==> config.mk <==
export PLATFORM = sky130hd
export DESIGN_NAME = rice_partition_scheduler
export DESIGN_NICKNAME = d
export VERILOG_FILES = /design/src/rtl/rice_partition_scheduler.sv
export SDC_FILE = /design/constraint.sdc
export NUM_CORES = 1
export LEC_CHECK = 0
export BUFFER_PORTS_ARGS = -buffer_cell sky130_fd_sc_hd__buf_2
export CELL_PAD_IN_SITES_DETAIL_PLACEMENT = 0
export CELL_PAD_IN_SITES_GLOBAL_PLACEMENT = 1
export CORE_MARGIN = 5
export CORE_UTILIZATION = 50
export DETAILED_ROUTE_END_ITERATION = 16
export HOLD_SLACK_MARGIN = 0.15
export PLACE_DENSITY = 0.83
export SYNTH_ARGS = -nofsm -noshare
export SYNTH_HDL_FRONTEND = slang
export SYNTH_SLANG_ARGS = --single-unit
==> constraint.sdc <==
create_clock -name iClock -period 3.55 [get_ports iClock]
set_input_delay 0.5325 -clock iClock [delete_from_list [all_inputs] [get_ports iClock]]
set_output_delay 0.5325 -clock iClock [all_outputs]
set_load 0.02 [all_outputs]
==> src/rtl/rice_partition_scheduler.sv <==
// rtl/rice_partition_scheduler.sv - ping-pong residual partitions, Rice parameter search and replay
// Optional RICE_PARAM_OVERRIDE_EN adds iOverrideEn/iOverrideParam to bypass the search.
module rice_partition_scheduler #(
  parameter int DATA_W     = 16,
  parameter int PART_ORDER = 4,
  parameter int MAX_K      = 14
) (
  input  logic                     iClock,
  input  logic                     iReset,
  input  logic                     iValid,
  input  logic signed [DATA_W-1:0] iSample,
  input  logic                     iLast,
`ifdef RICE_PARAM_OVERRIDE_EN
  input  logic                     iOverrideEn,
  input  logic [3:0]               iOverrideParam,
`endif
  output logic                     oReady,
  output logic                     oValid,
  output logic signed [DATA_W-1:0] oSample,
  output logic [3:0]               oRiceParam,
  output logic                     oParamValid,
  output logic                     oPartitionDone
);

  localparam int PART_SIZE = 1 << PART_ORDER;
  localparam int SUM_W     = DATA_W + PART_ORDER + 1;
  localparam int CNT_W     = PART_ORDER + 1;
  localparam int CMP_W     = SUM_W + 16;

  typedef enum logic [1:0] {S_IDLE, S_CALC, S_EMIT} state_t;

  logic signed [DATA_W-1:0] r_mem [2][PART_SIZE];
  logic signed [DATA_W-1:0] r_rdata;
  logic [1:0]               r_full;
  logic [CNT_W-1:0]         r_cnt [2];
  logic [SUM_W-1:0]         r_sum [2];
  logic                     r_wbank;
  logic                     r_rbank;
  logic [PART_ORDER-1:0]    r_wptr;
  logic [PART_ORDER-1:0]    r_raddr;
  logic [SUM_W-1:0]         r_acc;
  state_t                   r_state;
  logic [3:0]               r_k;

  logic                     w_accept;
  logic                     w_close;
  logic [DATA_W:0]          w_ext;
  logic [DATA_W:0]          w_abs;
  logic [SUM_W-1:0]         w_acc_next;
  logic [CMP_W-1:0]         w_nshift;
  logic                     w_k_done;
  logic                     w_last_addr;
  logic                     w_start;
  logic                     w_ovr;
  logic [3:0]               w_ovr_k;

  assign oReady     = ~r_full[r_wbank];
  assign w_accept   = iValid && oReady;
  assign w_close    = w_accept && ((r_wptr == {PART_ORDER{1'b1}}) || iLast);
  // One extra bit keeps |-2^(DATA_W-1)| exact.
  assign w_ext      = {iSample[DATA_W-1], iSample};
  assign w_abs      = iSample[DATA_W-1] ? (~w_ext + 1'b1) : w_ext;
  assign w_acc_next = r_acc + {{(SUM_W-DATA_W-1){1'b0}}, w_abs};

  assign w_nshift    = CMP_W'(r_cnt[r_rbank]) << r_k;
  assign w_k_done    = (w_nshift >= CMP_W'(r_sum[r_rbank])) || (r_k == 4'(MAX_K));
  assign w_last_addr = ({1'b0, r_raddr} == (r_cnt[r_rbank] - 1'b1));
  // A bank closing this cycle starts the search without an idle bubble.
  assign w_start     = r_full[r_rbank] || (w_close && (r_wbank == r_rbank));

`ifdef RICE_PARAM_OVERRIDE_EN
  assign w_ovr   = iOverrideEn && (r_k == 4'd0);
  assign w_ovr_k = (iOverrideParam > 4'(MAX_K)) ? 4'(MAX_K) : iOverrideParam;
`else
  assign w_ovr   = 1'b0;
  assign w_ovr_k = 4'd0;
`endif

  assign oSample = oValid ? r_rdata : '0;

  always_ff @(posedge iClock) begin
    if (w_accept) begin
      r_mem[r_wbank][r_wptr] <= iSample;
    end
    r_rdata <= r_mem[r_rbank][r_raddr];
  end

  always_ff @(posedge iClock or negedge iReset) begin
    if (!iReset) begin
      r_full         <= '0;
      r_cnt[0]       <= '0;
      r_cnt[1]       <= '0;
      r_sum[0]       <= '0;
      r_sum[1]       <= '0;
      r_wbank        <= 1'b0;
      r_rbank        <= 1'b0;
      r_wptr         <= '0;
      r_raddr        <= '0;
      r_acc          <= '0;
      r_state        <= S_IDLE;
      r_k            <= '0;
      oValid         <= 1'b0;
      oRiceParam     <= '0;
      oParamValid    <= 1'b0;
      oPartitionDone <= 1'b0;
    end else begin
      if (w_accept) begin
        if (w_close) begin
          r_full[r_wbank] <= 1'b1;
          r_cnt[r_wbank]  <= {1'b0, r_wptr} + 1'b1;
          r_sum[r_wbank]  <= w_acc_next;
          r_wbank         <= ~r_wbank;
          r_wptr          <= '0;
          r_acc           <= '0;
        end else begin
          r_wptr <= r_wptr + 1'b1;
          r_acc  <= w_acc_next;
        end
      end

      oValid         <= (r_state == S_EMIT);
      oParamValid    <= (r_state == S_EMIT) && (r_raddr == '0);
      oPartitionDone <= (r_state == S_EMIT) && w_last_addr;

      case (r_state)
        S_IDLE: begin
          if (w_start) begin
            r_state <= S_CALC;
            r_k     <= '0;
          end
        end
        S_CALC: begin
          if (w_ovr) begin
            oRiceParam <= w_ovr_k;
            r_state    <= S_EMIT;
            r_raddr    <= '0;
          end else if (w_k_done) begin
            oRiceParam <= r_k;
            r_state    <= S_EMIT;
            r_raddr    <= '0;
          end else begin
            r_k <= r_k + 1'b1;
          end
        end
        S_EMIT: begin
          if (w_last_addr) begin
            r_full[r_rbank] <= 1'b0;
            r_rbank         <= ~r_rbank;
            r_state         <= S_IDLE;
          end else begin
            r_raddr <= r_raddr + 1'b1;
          end
        end
        default: r_state <= S_IDLE;
      endcase
    end
  end

endmodule

; ---- Yosys cells after proc, flatten, opt, wreduce, memory -nomap -nowiden
; Memories as Yosys holds them, arrays and structs flattened.
; Index checks and enable logic that the tools add are counted.
[op_classes]
add_sub_neg = 7
n_lt_le_gt_ge = 11
n_eq_ne = 11
shifts = 1
mux = 45
n_bitwise = 11
n_reduce_logical = 22
[op_table]
columns = cell, count
row1 = 256-bit two-way mux, 1
row2 = 21-bit two-way mux, 5
row3 = 16-bit binary-select mux with 4-bit select, 1
row4 = 16-bit demux with 4-bit select, 1
row5 = 16-bit two-way mux, 4
row6 = 42-bit bitwise mux, 1
row7 = 37-bit by 21-bit greater-or-equal comparator with 1-bit output, 1
row8 = 5-bit by 4-bit left shift with 37-bit output, 1
row9 = 21-bit by 17-bit adder with 21-bit output, 1
row10 = 21-bit demux with 1-bit select, 1
row11 = 4-bit two-way mux, 5
row12 = 5-bit two-way mux, 4
row13 = "17-bit by 1-bit adder with 17-bit output, second input constant", 1
row14 = 17-bit two-way mux, 1
row15 = 17-bit inverter, 1
row16 = 4-bit one-hot mux with 2 select lines, 2
row17 = 2-bit two-way mux, 7
row18 = "4-bit by 1-bit adder with 4-bit output, second input constant", 3
row19 = 10-bit bitwise mux, 1
row20 = "5-bit greater-or-equal comparator, second input constant", 2
row21 = "2-bit inequality test, second input constant", 5
row22 = 4-bit inverter with 5-bit output, 2
row23 = 1-bit logical AND, 9
row24 = 3-bit AND reduction, 3
row25 = other kinds (26), 45
[totals]
reg_bits = 114
ramBits = 512
output_inout_bits = 24
memories = 1
[memory_table]
columns = memory, words, width, rd, rd_clocked_by_memory_dff, wr, line_no
row1 = r_mem, 2, 256, 1, 0, 1, 32  ; logic signed [DATA_W-1:0] r_mem [2][PART_SIZE];

; ---- Depth between registers and ports, before layout
; Gate-level depths: netlist of run 1.
[logic_depth]
depth_word = 10
mapped_depth = 18

; ---- Least setup slack after synthesis of run 1
; No wires, ideal clock.
[synth_timing]
path_kind = input to register
from = in iSample[7]
to = reg r_sum[20] (netlist bit)
setup_time_ns = 0.136
arrival_time_ns = 3.421
t_required_ns = 3.414
setup_slack_ns = -0.007
cell_stages = 13
path_cell_list = or3_1 or3_1 or3_1 o31ai_1 xnor2_1 ha_1 nand4_1 nor2_1 a221oi_1 o21ai_0 o2111ai_1 xnor2_1 o21ai_0
[synth_via]
elab_chain_len = 5
[synth_rtl]
columns = element, line_no
row1 = from (decl), 11  ; input logic signed [DATA_W-1:0] iSample,
row2 = 17-bit inverter, 62  ; assign w_abs = iSample[DATA_W-1] ? (~w_ext + 1'b1) : w_ext;
row3 = 17-bit by 1-bit adder with 17-bit output, 62
row4 = 17-bit two-way mux (*), 62
row5 = 21-bit by 17-bit adder with 21-bit output (*), 63  ; assign w_acc_next = r_acc + {{(SUM_W-DATA_W-1){1'b0}}, w_abs};
row6 = 42-bit bitwise mux (*), 111  ; r_sum[r_wbank] <= w_acc_next;
row7 = "to (signal, indexed assignment)", 111
row8 = to (decl), 36  ; logic [SUM_W-1:0] r_sum [2];
; Mark *: on every way between the ends. The rest lies on a longest branch, timed or not.
; A chain may end at the register's enable or synchronous reset.

; ---- Final worst setup path of run 1
[layout_timing]
from = reg r_rbank
to = reg r_k[3]
[layout_via]
elab_chain_len = 9
elab_cells_between_ends = 18
classes_between = order compare (1) / eq/ne (3) / shift (1) / mux (8) / bitwise (1) / reduce/logical (4)
[layout_rtl]
columns = element, line_no
row1 = from (decl), 38  ; logic r_rbank;
row2 = from (signal assigned), 148  ; r_rbank <= ~r_rbank;
row3 = 1-bit inverter with 2-bit output (implied by the code), "65, 66"
row4 = 5-bit two-way mux (implied by the code) (3 in series), 65  ; assign w_nshift = CMP_W'(r_cnt[r_rbank]) << r_k;
row5 = 5-bit by 4-bit left shift with 37-bit output, 65
row6 = 37-bit by 21-bit greater-or-equal comparator with 1-bit output, 66  ; assign w_k_done = (w_nshift >= CMP_W'(r_sum[r_rbank])) || (r_k == 4'(MAX_K));
row7 = 1-bit logical OR, 66
row8 = 2-bit inequality test (no line), -
row9 = 3-bit AND reduction (no line) (*), -
row10 = to (signal assigned), 142  ; r_k <= r_k + 1'b1;
row11 = to (decl), 43  ; logic [3:0] r_k;
; Mark *: on every way between the ends. The rest lies on a longest branch, timed or not. The select of a mux whose other input is x is not followed.

==> results of run 1 <==
-- power by group --
group          internal (W)  switching [W]
clock               0.00393        0.00288
combinational       0.00315        0.00326
sequential          0.00855       0.000563
-- synth_stat cells (11+ instances only) --
library cell / n
inv_1: 23
nand3_1: 21
nor3_1: 12
dfrtp_1: 98
mux4_2: 160
a21o_1: 11
nand2_1: 103
xor2_1: 13
a21oi_1: 24
mux2i_1: 24
xnor2_1: 23
clkbuf_1: 47
mux2_2: 37
or3_1: 12
o21ai_0: 75
dfxtp_1: 16
edfxtp_1: 512
nor2_1: 65
ha_1: 47
and2_1: 26
-- registers in the layout, summed over array words and instances, names as in the netlist, 2 cells and up --
register	count
r_k	4
r_acc	21
r_full	2
r_rdata	16
r_raddr	4
r_cnt	10
r_sum	42
r_state	2
oRiceParam	4
r_mem	512
r_wptr	4
-- how the worst max path moves through the flow --
stage	from	end	slack (ns)	cells after the start
after detailed placement	iSample[6]	r_sum[41]$_DFFE_PN0P_	-0.63	14
after floorplan	iSample[7]	r_sum[20]$_DFFE_PN0P_	0.006	13
final	r_rbank$_DFFE_PN0P_	r_k[3]$_DFFE_PN0P_	0.10	13
after global placement	iSample[6]	r_acc[20]$_DFFE_PN0P_	-0.59	14
after CTS	r_rbank$_DFFE_PN0P_	r_k[3]$_DFFE_PN0P_	0.00009	14
after global routing	r_rbank$_DFFE_PN0P_	r_k[3]$_DFFE_PN0P_	-0.06	14
-- cell families after synthesis --
| group | Yosys count | share of synthesized area |
|---|---|---|
| buffers and inverters | 95 | 0.0157 |
| AOI/OAI and AO/OA | 172 | 0.0417 |
| muxes | 223 | 0.164 |
| DFF | 626 | 0.695 |
| xor gates and xnor gates | 36 | 0.0121 |
| other | 1 | 0.000144 |
| adders and majority gates | 48 | 0.0233 |
| and+or+nand+nor | 267 | 0.0473 |
-- layout make-up --
| type | count | share of cell area |
|---|---|---|
| Inverter | 23 | 0.00286 |
| Antenna cell | 1 | 0.0000828 |
| Clock inverter | 45 | 0.0140 |
| Clock buffer | 74 | 0.0563 |
| Sequential cell | 626 | 0.601 |
| Multi-Input combinational cell | 747 | 0.253 |
| Timing Repair Buffer | 179 | 0.0444 |
| Tap cell | 680 | 0.0282 |
-- placed cells by master, fill, tap and decap left out, types with 8 or more instances in the layout --
master and instances:
o21ai_0 71, a21oi_1 24, edfxtp_1 512, buf_4 128
clkinv_2 13, inv_1 23, clkbuf_16 67, dfrtp_1 94
and2_1 26, nand2_1 102, mux2_2 37, xnor2_1 23
nand3_1 21, dfxtp_1 16, clkinv_1 14, nor3_1 12
ha_1 47, nor2_2 24, buf_12 8, a22o_1 8
mux2i_1 24, mux4_2 160, xor2_1 13, nor2_1 41
a21o_1 11, buf_2 42, or3_1 11
-- timing repair --
item,CTS,global route
endpoints found under the setup margin,1,31
setup buffers,0,0
hold buffers,1,0
cloned,0,0
hold endpoints to repair,51,0
gates resized for setup,1,17
pin swaps,0,3
-- stage by stage --
step                power (W)  hold slack [ns]  instance area, um^2  TNS, ns
floorplan              0.0135            0.237                26100        0
global placement       0.0154            0.454                28000   -11.11
detailed placement     0.0156            0.462                28000   -11.67
CTS                    0.0225            0.200                30200        0
global route           0.0234            0.228                30200  -0.0570
finish                 0.0223            0.235                30200        0
-- critical path: stages, from the launching register on --
cell and delay (ns):
dfrtp_4 0.53, mux2_2 0.27, o21ai_1 0.08, mux2_2 0.32
o21ai_0 0.31, and2_1 0.20, ha_1 0.24, a21oi_1 0.14
o21ai_0 0.08, a311oi_1 0.30, a31oi_2 0.19, nand2b_2 0.25
or3_1 0.35, o211ai_1 0.09
-- layer usage --
layer,up-vias,GRT usage
met5,-,0
met2,648,0.371
met3,133,0.0566
met1,7440,0.297
li1,6175,-
met4,8,0.0864
==> run metrics, run 1 <==
Worst slew margin=0.326; final hold vios=0; Syn Inst Count=about 1500; Tmin final=about 3.4 ns; fraction of layout cells with a size suffix above 1=0.311; Total GRT Usage=0.226; Final nets=roughly 1700; area occupied by multi-input gates=7660 um^2; area grow syn2layout=15.8%; worst-case clock buffer depth=3; die height=around 240 um; chip width=roughly 240 um; # IOs=44; Worst Setup End Kind=flip-flop; async set-reset flop share out of synthesis=0.157; port bufs=43; Worst Hold Class=in -> reg; gr ovfl total=0; min-delay src=iLast; register area=between 15000 and 20000 um^2; Final Skew=0.0240 ns; EDFF count, synth=around 510; DIE AREA=approximately 57000 um^2; Netlist Area Pre-Place=between 20000 and 30000 um^2; Critical Path Fanout Max=7; Ys Warns=0; post-DP HPWL=between 30000 and 40000 um; Synth Flop Type=edfxtp_1; Std-Cell Rows=83; Iter 0 DRT Violations=1307; cell accounting for the most synthesized area=edfxtp_1; WL final=between 60000 and 70000 um; MaxCap Viol Count=0; R2R setup slack=0.10 ns; post-synthesis area per instance=around 18 um^2; DRT Pass-1 Iters=7; clock root buffer=clkbuf_16; fmax=about 0.29 GHz; worst-case reg-to-reg path depth=13; post-route ant nets=0; PwrDens=739 nW/um^2; Clock Sink Count=approximately 630; Finish-stage setup viols=0; Worst Hold End=r_wptr[2]$_DFFE_PN0P_; syn_nets=1536; RSZ-0062 raised after global routing=yes; sequential-to-total area share from yosys stat=0.695; Vias/cell=6.06; WHS Path Cells=2; DRC=0; starting density of the core=0.507; CP required=between 4 and 5 ns; fill count=~3700; H-Tree Depth=3; Routed WL per cell=26.7 um; crit share post-route=0.971; fin cells=roughly 2400; met2 WL=around 31000 um; CP startpoint kind=flip-flop; Pins Over Slew Limit=0; placed insts=2254; Clk pin slew, worst setup/hold paths=0.06 ns; clk_lat worst skew=roughly 0.6 ns; Max VDD drop=between 0.4 and 0.5 mV; CTS tree=built; FF+latch count, synth=626; Core Area=about 50000 um^2; pre-CTS setup slack=-0.630 ns; metal3 WL=~5600 um; status=complete, no violations; metal1 wirelength=23900 um; routed via count=14404; highest routing layer actually used=met5; Synth area leaders=edfxtp_1, mux4_2, dfrtp_1; initial antenna violation count=4; critical setup path kind=reg -> reg; CTS buffer count=66; largest net degree at the start of global routing=between 100 and 150; leakage power=around 11 nW; final worst slack=between 0.1 and 0.15 ns; vias in the first global route=approximately 15000; global-route wire length before repair=about 95000 um; share of the synthesized area in the top cell type=0.589; Cell variety after synth=62; CP arrival=roughly 3.9 ns; R2R Path Start=r_rbank$_DFFE_PN0P_; Worst-Margin Slew=slightly above 1 ns; GP Congestion=between 0.8 and 0.9; FF-to-FF End=r_k[3]$_DFFE_PN0P_; final core utilization=0.587
No activity file was read; power rests on OpenSTA's default activity.
==> inputs of run 2 (changes only) <==
- MAX_ROUTING_LAYER: unset -> met4
==> run metrics, run 2 (same netlist as run 1, synthesis figures left out) <==
crit share post-route=0.969; post-route cell area=roughly 30000 um^2; commonest non-fill, non-tap cell in the layout=edfxtp_1; PwrDens=approximately 730 nW/um^2; post-route ant nets=0; H-Tree Depth=3; biggest regs=r_mem (512), r_sum (42), r_acc (21); CP startpoint kind=flip-flop; fmax=about 0.29 GHz; Finish-stage setup viols=0; DRT Pass-1 Iters=5; status=complete, no violations; fraction of layout cells with a size suffix above 1=0.304; gr ovfl total=0; fin cells=2371; Final Skew=~0.024 ns; WL final=about 62000 um; DRC=0; clk_lat worst skew=~0.59 ns; port bufs=between 40 and 50; Pins Over Slew Limit=0; starting density of the core=0.507; Core Area=51500 um^2; CTS tree=built; Worst-Margin Slew=between 0.8 and 0.9 ns; CP required=4.05 ns; GP Congestion=0.875; commonest cells after routing, fill and taps aside=edfxtp_1, mux4_2, buf_4; Worst slew margin=0.461; leakage power=roughly 11 nW; Final nets=1709; largest net degree at the start of global routing=104; die height=~240 um; chip width=between 200 and 250 um; vias in the first global route=around 15000; worst-case clock buffer depth=3; routed via count=roughly 14000; Clk pin slew, worst setup/hold paths=around 0.060 ns; Placement Cell Area=between 20000 and 30000 um^2; MaxCap Viol Count=0; clock root buffer=clkbuf_16; Critical Path Fanout Max=7; Total GRT Usage=0.229; critical setup path kind=reg -> reg; Routed WL per cell=between 20 and 30 um; DIE AREA=between 50000 and 60000 um^2; CP arrival=around 4 ns; initial antenna violation count=2; final hold vios=0; Iter 0 DRT Violations=around 1400; fill count=around 3800; Max VDD drop=0.510 mV; post-DP HPWL=~38000 um; global-route wire length before repair=roughly 93000 um; Most flops, register=r_mem; Worst Setup End Kind=flip-flop; Clock Sink Count=626; post-CTS setup buffers=0; Worst Hold Class=in -> reg; Std-Cell Rows=83; final core utilization=0.585; max reg flops=approximately 510; CTS buffer count=66; Vias/cell=~6.0; # IOs=44; Tmin final=around 3.4 ns; placed insts=between 2000 and 2500; area grow syn2layout=15.5%
-- run 2: cell count changes in the layout (fill, tap and decap cells not counted), moves of 3 or more --
cell        delta
buf_4          -4
clkinvlp_4     -3
clkinv_1       -6
o21ai_1        +3
clkinv_2       -4
clkbuf_8       +4
clkbuf_1      +12
bufinv_16      -5
-- run 2: per-layer routing --
layer | GRT usage | part of all wire | up-vias
li1 | - | - | 6170
met2 | 0.370 | 0.50 | 577
met4 | 0.0784 | 0.032 | 0
met5 | - | 0 | -
met1 | 0.292 | 0.39 | 7338
met3 | 0.0479 | 0.081 | 113
-- run 2: final cells by class --
cell class | count | area (um^2) | area share
antenna | 2 | 5.00 | 0.000166
clock buffer | 92 | 1850 | 0.0615
clock inverter | 24 | 163 | 0.00540
inverter | 23 | 86.3 | 0.00286
multi-input combinational | 747 | 7660 | 0.254
sequential | 626 | 18200 | 0.603
tap | 680 | 851 | 0.0282
timing repair buffer | 177 | 1360 | 0.0451
-- run 2: power by group --
part | total, W | switching, W | internal (W)
Clock | 0.00644 | 0.00272 | 0.00372
Sequential | 0.00910 | 0.000550 | 0.00855
Combinational | 0.00644 | 0.00328 | 0.00316
-- run 2: timing repair --
| action | CTS | global route |
|---|---|---|
| gates cloned | 0 | 0 |
| resized for setup | 1 | 21 |
| setup endpoints to repair | 3 | 33 |
| pin swaps | 0 | 2 |
| hold endpoints to repair | 53 | 0 |
| hold buffers | 1 | 0 |
-- run 2: worst paths after layout --
check                                            from               endpoint  slack, ns  depth (start not counted)
min in group asynchronous                      iReset  r_sum[27]$_DFFE_PN0P_       0.56                          2
worst max register to register    r_rbank$_DFFE_PN0P_     r_k[3]$_DFFE_PN0P_       0.11                         14
worst min register to register  r_sum[32]$_DFFE_PN0P_  r_sum[32]$_DFFE_PN0P_       0.47                          2
max in group asynchronous                      iReset  r_sum[37]$_DFFE_PN0P_       2.31                          3
worst min-delay path                            iLast  r_wptr[2]$_DFFE_PN0P_       0.26                          2
worst max-delay path              r_rbank$_DFFE_PN0P_     r_k[3]$_DFFE_PN0P_       0.11                         14
-- run 2: critical path, cell delays in order (launching register included) --
cell	delay, ns
dfrtp_4	0.51
mux2_2	0.37
o21ai_1	0.19
nor2_1	0.06
a31oi_1	0.19
mux2_2	0.22
nor2_1	0.06
ha_1	0.20
a211oi_1	0.28
o21ai_0	0.13
a311oi_1	0.28
a31oi_1	0.21
nand2b_4	0.21
or3_1	0.35
o211ai_1	0.09
-- run 2: through the flow --
stage | setup slack (ns) | setup TNS (ns) | hold WS, ns | total power [W]
4_1_cts | 0.0328 | 0 | 0.231 | 0.0221
5_1_grt | -0.00617 | -0.00617 | 0.251 | 0.0231
6_report | 0.111 | 0 | 0.262 | 0.0220
3_3_place_gp | -0.563 | -10.89 | 0.455 | 0.0154
3_5_place_dp | -0.655 | -12.52 | 0.463 | 0.0156
2_1_floorplan | 0.00647 | 0 | 0.237 | 0.0135
==> inputs of run 3 (changes only) <==
- RECOVER_POWER: unset -> 100
==> run metrics, run 3 (same netlist as run 1, synthesis figures left out) <==
chip width=roughly 240 um; DIE AREA=approximately 57000 um^2; H-Tree Depth=3; Finish-stage setup viols=0; fmax=around 0.29 GHz; global-route wire length before repair=~93000 um; port bufs=43; Final nets=1709; crit share post-route=0.968; Iter 0 DRT Violations=~1400; Routed WL per cell=approximately 26 um; FF-to-FF End=r_k[3]$_DFFE_PN0P_; clock root buffer=clkbuf_16; Crit. Startpoint=r_rbank$_DFFE_PN0P_; largest net degree at the start of global routing=104; final hold vios=0; Worst Hold End=r_wptr[2]$_DFFE_PN0P_; Worst Hold Class=in -> reg; CP startpoint kind=flip-flop; CTS buffer count=66; post-DP HPWL=between 30000 and 40000 um; CTS tree=built; R2R setup slack=around 0.12 ns; Total GRT Usage=0.229; clk_lat worst skew=around 0.59 ns; Pins Over Slew Limit=0; Worst Setup End Kind=flip-flop; Worst-Margin Slew=approximately 1.4 ns; routed via count=14207; Final Skew=0.0221 ns; GP Congestion=around 0.88; DRT Pass-1 Iters=5; worst-case clock buffer depth=3; post-route ant nets=0; # IOs=44; Core Area=around 52000 um^2; Clock Sink Count=roughly 630; CP required=4.05 ns; vias in the first global route=14787; min-delay src=iLast; Worst slew margin=0.0512; worst-case reg-to-reg path depth=14; commonest non-fill, non-tap cell in the layout=edfxtp_1; status=complete, no violations; Hold Slack=0.260 ns; critical setup path kind=reg -> reg; R2R Path Start=r_rbank$_DFFE_PN0P_; Vias/cell=approximately 6; WL final=between 60000 and 70000 um; total power=roughly 0.022 W; PwrDens=734 nW/um^2; max reg flops=512; gr ovfl total=0; CP arrival=3.93 ns; Most flops, register=r_mem; die height=between 200 and 250 um; biggest regs=r_mem (512), r_sum (42), r_acc (21); MaxCap Viol Count=0; commonest cells after routing, fill and taps aside=edfxtp_1, mux4_2, nand2_1; area grow syn2layout=14.4%; starting density of the core=0.507; WHS Path Cells=2; DRC=0; Critical Path Fanout Max=7; Tmin final=about 3.4 ns; leakage power=roughly 10 nW; Std-Cell Rows=83; Max VDD drop=just over 0.5 mV; fraction of layout cells with a size suffix above 1=0.270; initial antenna violation count=2; Clk pin slew, worst setup/hold paths=0.06 ns
-- run 3: layout make-up --
type                       instances  area [um^2]
clock inverter                    24          163
fill                            3842        21700
timing repair buffer             177         1100
inverter                          23         86.3
sequential                       626        18200
clock buffer                      92         1850
multi-input combinational        747         7630
antenna                            2         5.00
tap                              680          851
-- run 3: how the worst max path moves through the flow --
stage / endpoint / slack (ns) / depth (start not counted)
3_3_place_gp: r_sum[41]$_DFFE_PN0P_ / -0.56 / 14
6_report: r_k[3]$_DFFE_PN0P_ / 0.12 / 14
3_5_place_dp: r_sum[41]$_DFFE_PN0P_ / -0.65 / 14
5_1_grt: r_k[3]$_DFFE_PN0P_ / -0.006 / 14
2_1_floorplan: r_sum[20]$_DFFE_PN0P_ / 0.006 / 13
4_1_cts: r_k[3]$_DFFE_PN0P_ / 0.03 / 13
-- run 3: repair_timing --
| item | CTS | global route |
|---|---|---|
| hold buffers | 1 | 0 |
| endpoints found under the hold margin | 53 | 0 |
| pin swaps | 0 | 2 |
| buffers inserted | 0 | 0 |
| resized for setup | 1 | 21 |
| endpoints found under the setup margin | 3 | 33 |
-- run 3: metrics by stage --
stage | instances | utilization | setup slack [ns] | TNS (ns) | instance area, um^2
after floorplan | 1468 | - | 0.00647 | 0 | 26100
after global placement | 2252 | 0.544 | -0.563 | -10.89 | 28000
after detailed placement | 2252 | 0.544 | -0.655 | -12.52 | 28000
after CTS | 2369 | 0.583 | 0.0328 | 0 | 30100
after global routing | 2371 | 0.580 | -0.00617 | -0.00617 | 29900
final | 2371 | 0.580 | 0.115 | 0 | 29900
-- run 3: metal layers --
metal / GRT usage / share of wire
met1: 0.292 / 0.39
met5: - / 0
met3: 0.0479 / 0.077
met2: 0.370 / 0.50
met4: 0.0784 / 0.033
-- run 3: power breakdown --
| part | switching (W) | internal [W] | leakage (nW) |
|---|---|---|---|
| sequential | 0.000551 | 0.00855 | 5.98 |
| combinational | 0.00327 | 0.00310 | 3.31 |
| clock | 0.00272 | 0.00372 | 0.984 |
-- run 3: worst max-delay path: stages, from the launching register on --
cell	delay (ns)
dfrtp_4	0.51
mux2_2	0.37
o21ai_1	0.19
nor2_1	0.06
a31oi_1	0.20
mux2_2	0.23
nor2_1	0.06
ha_1	0.20
a211oi_1	0.28
o21ai_0	0.13
a311oi_1	0.28
a31oi_1	0.20
nand2b_4	0.20
or3_1	0.35
o211ai_1	0.09
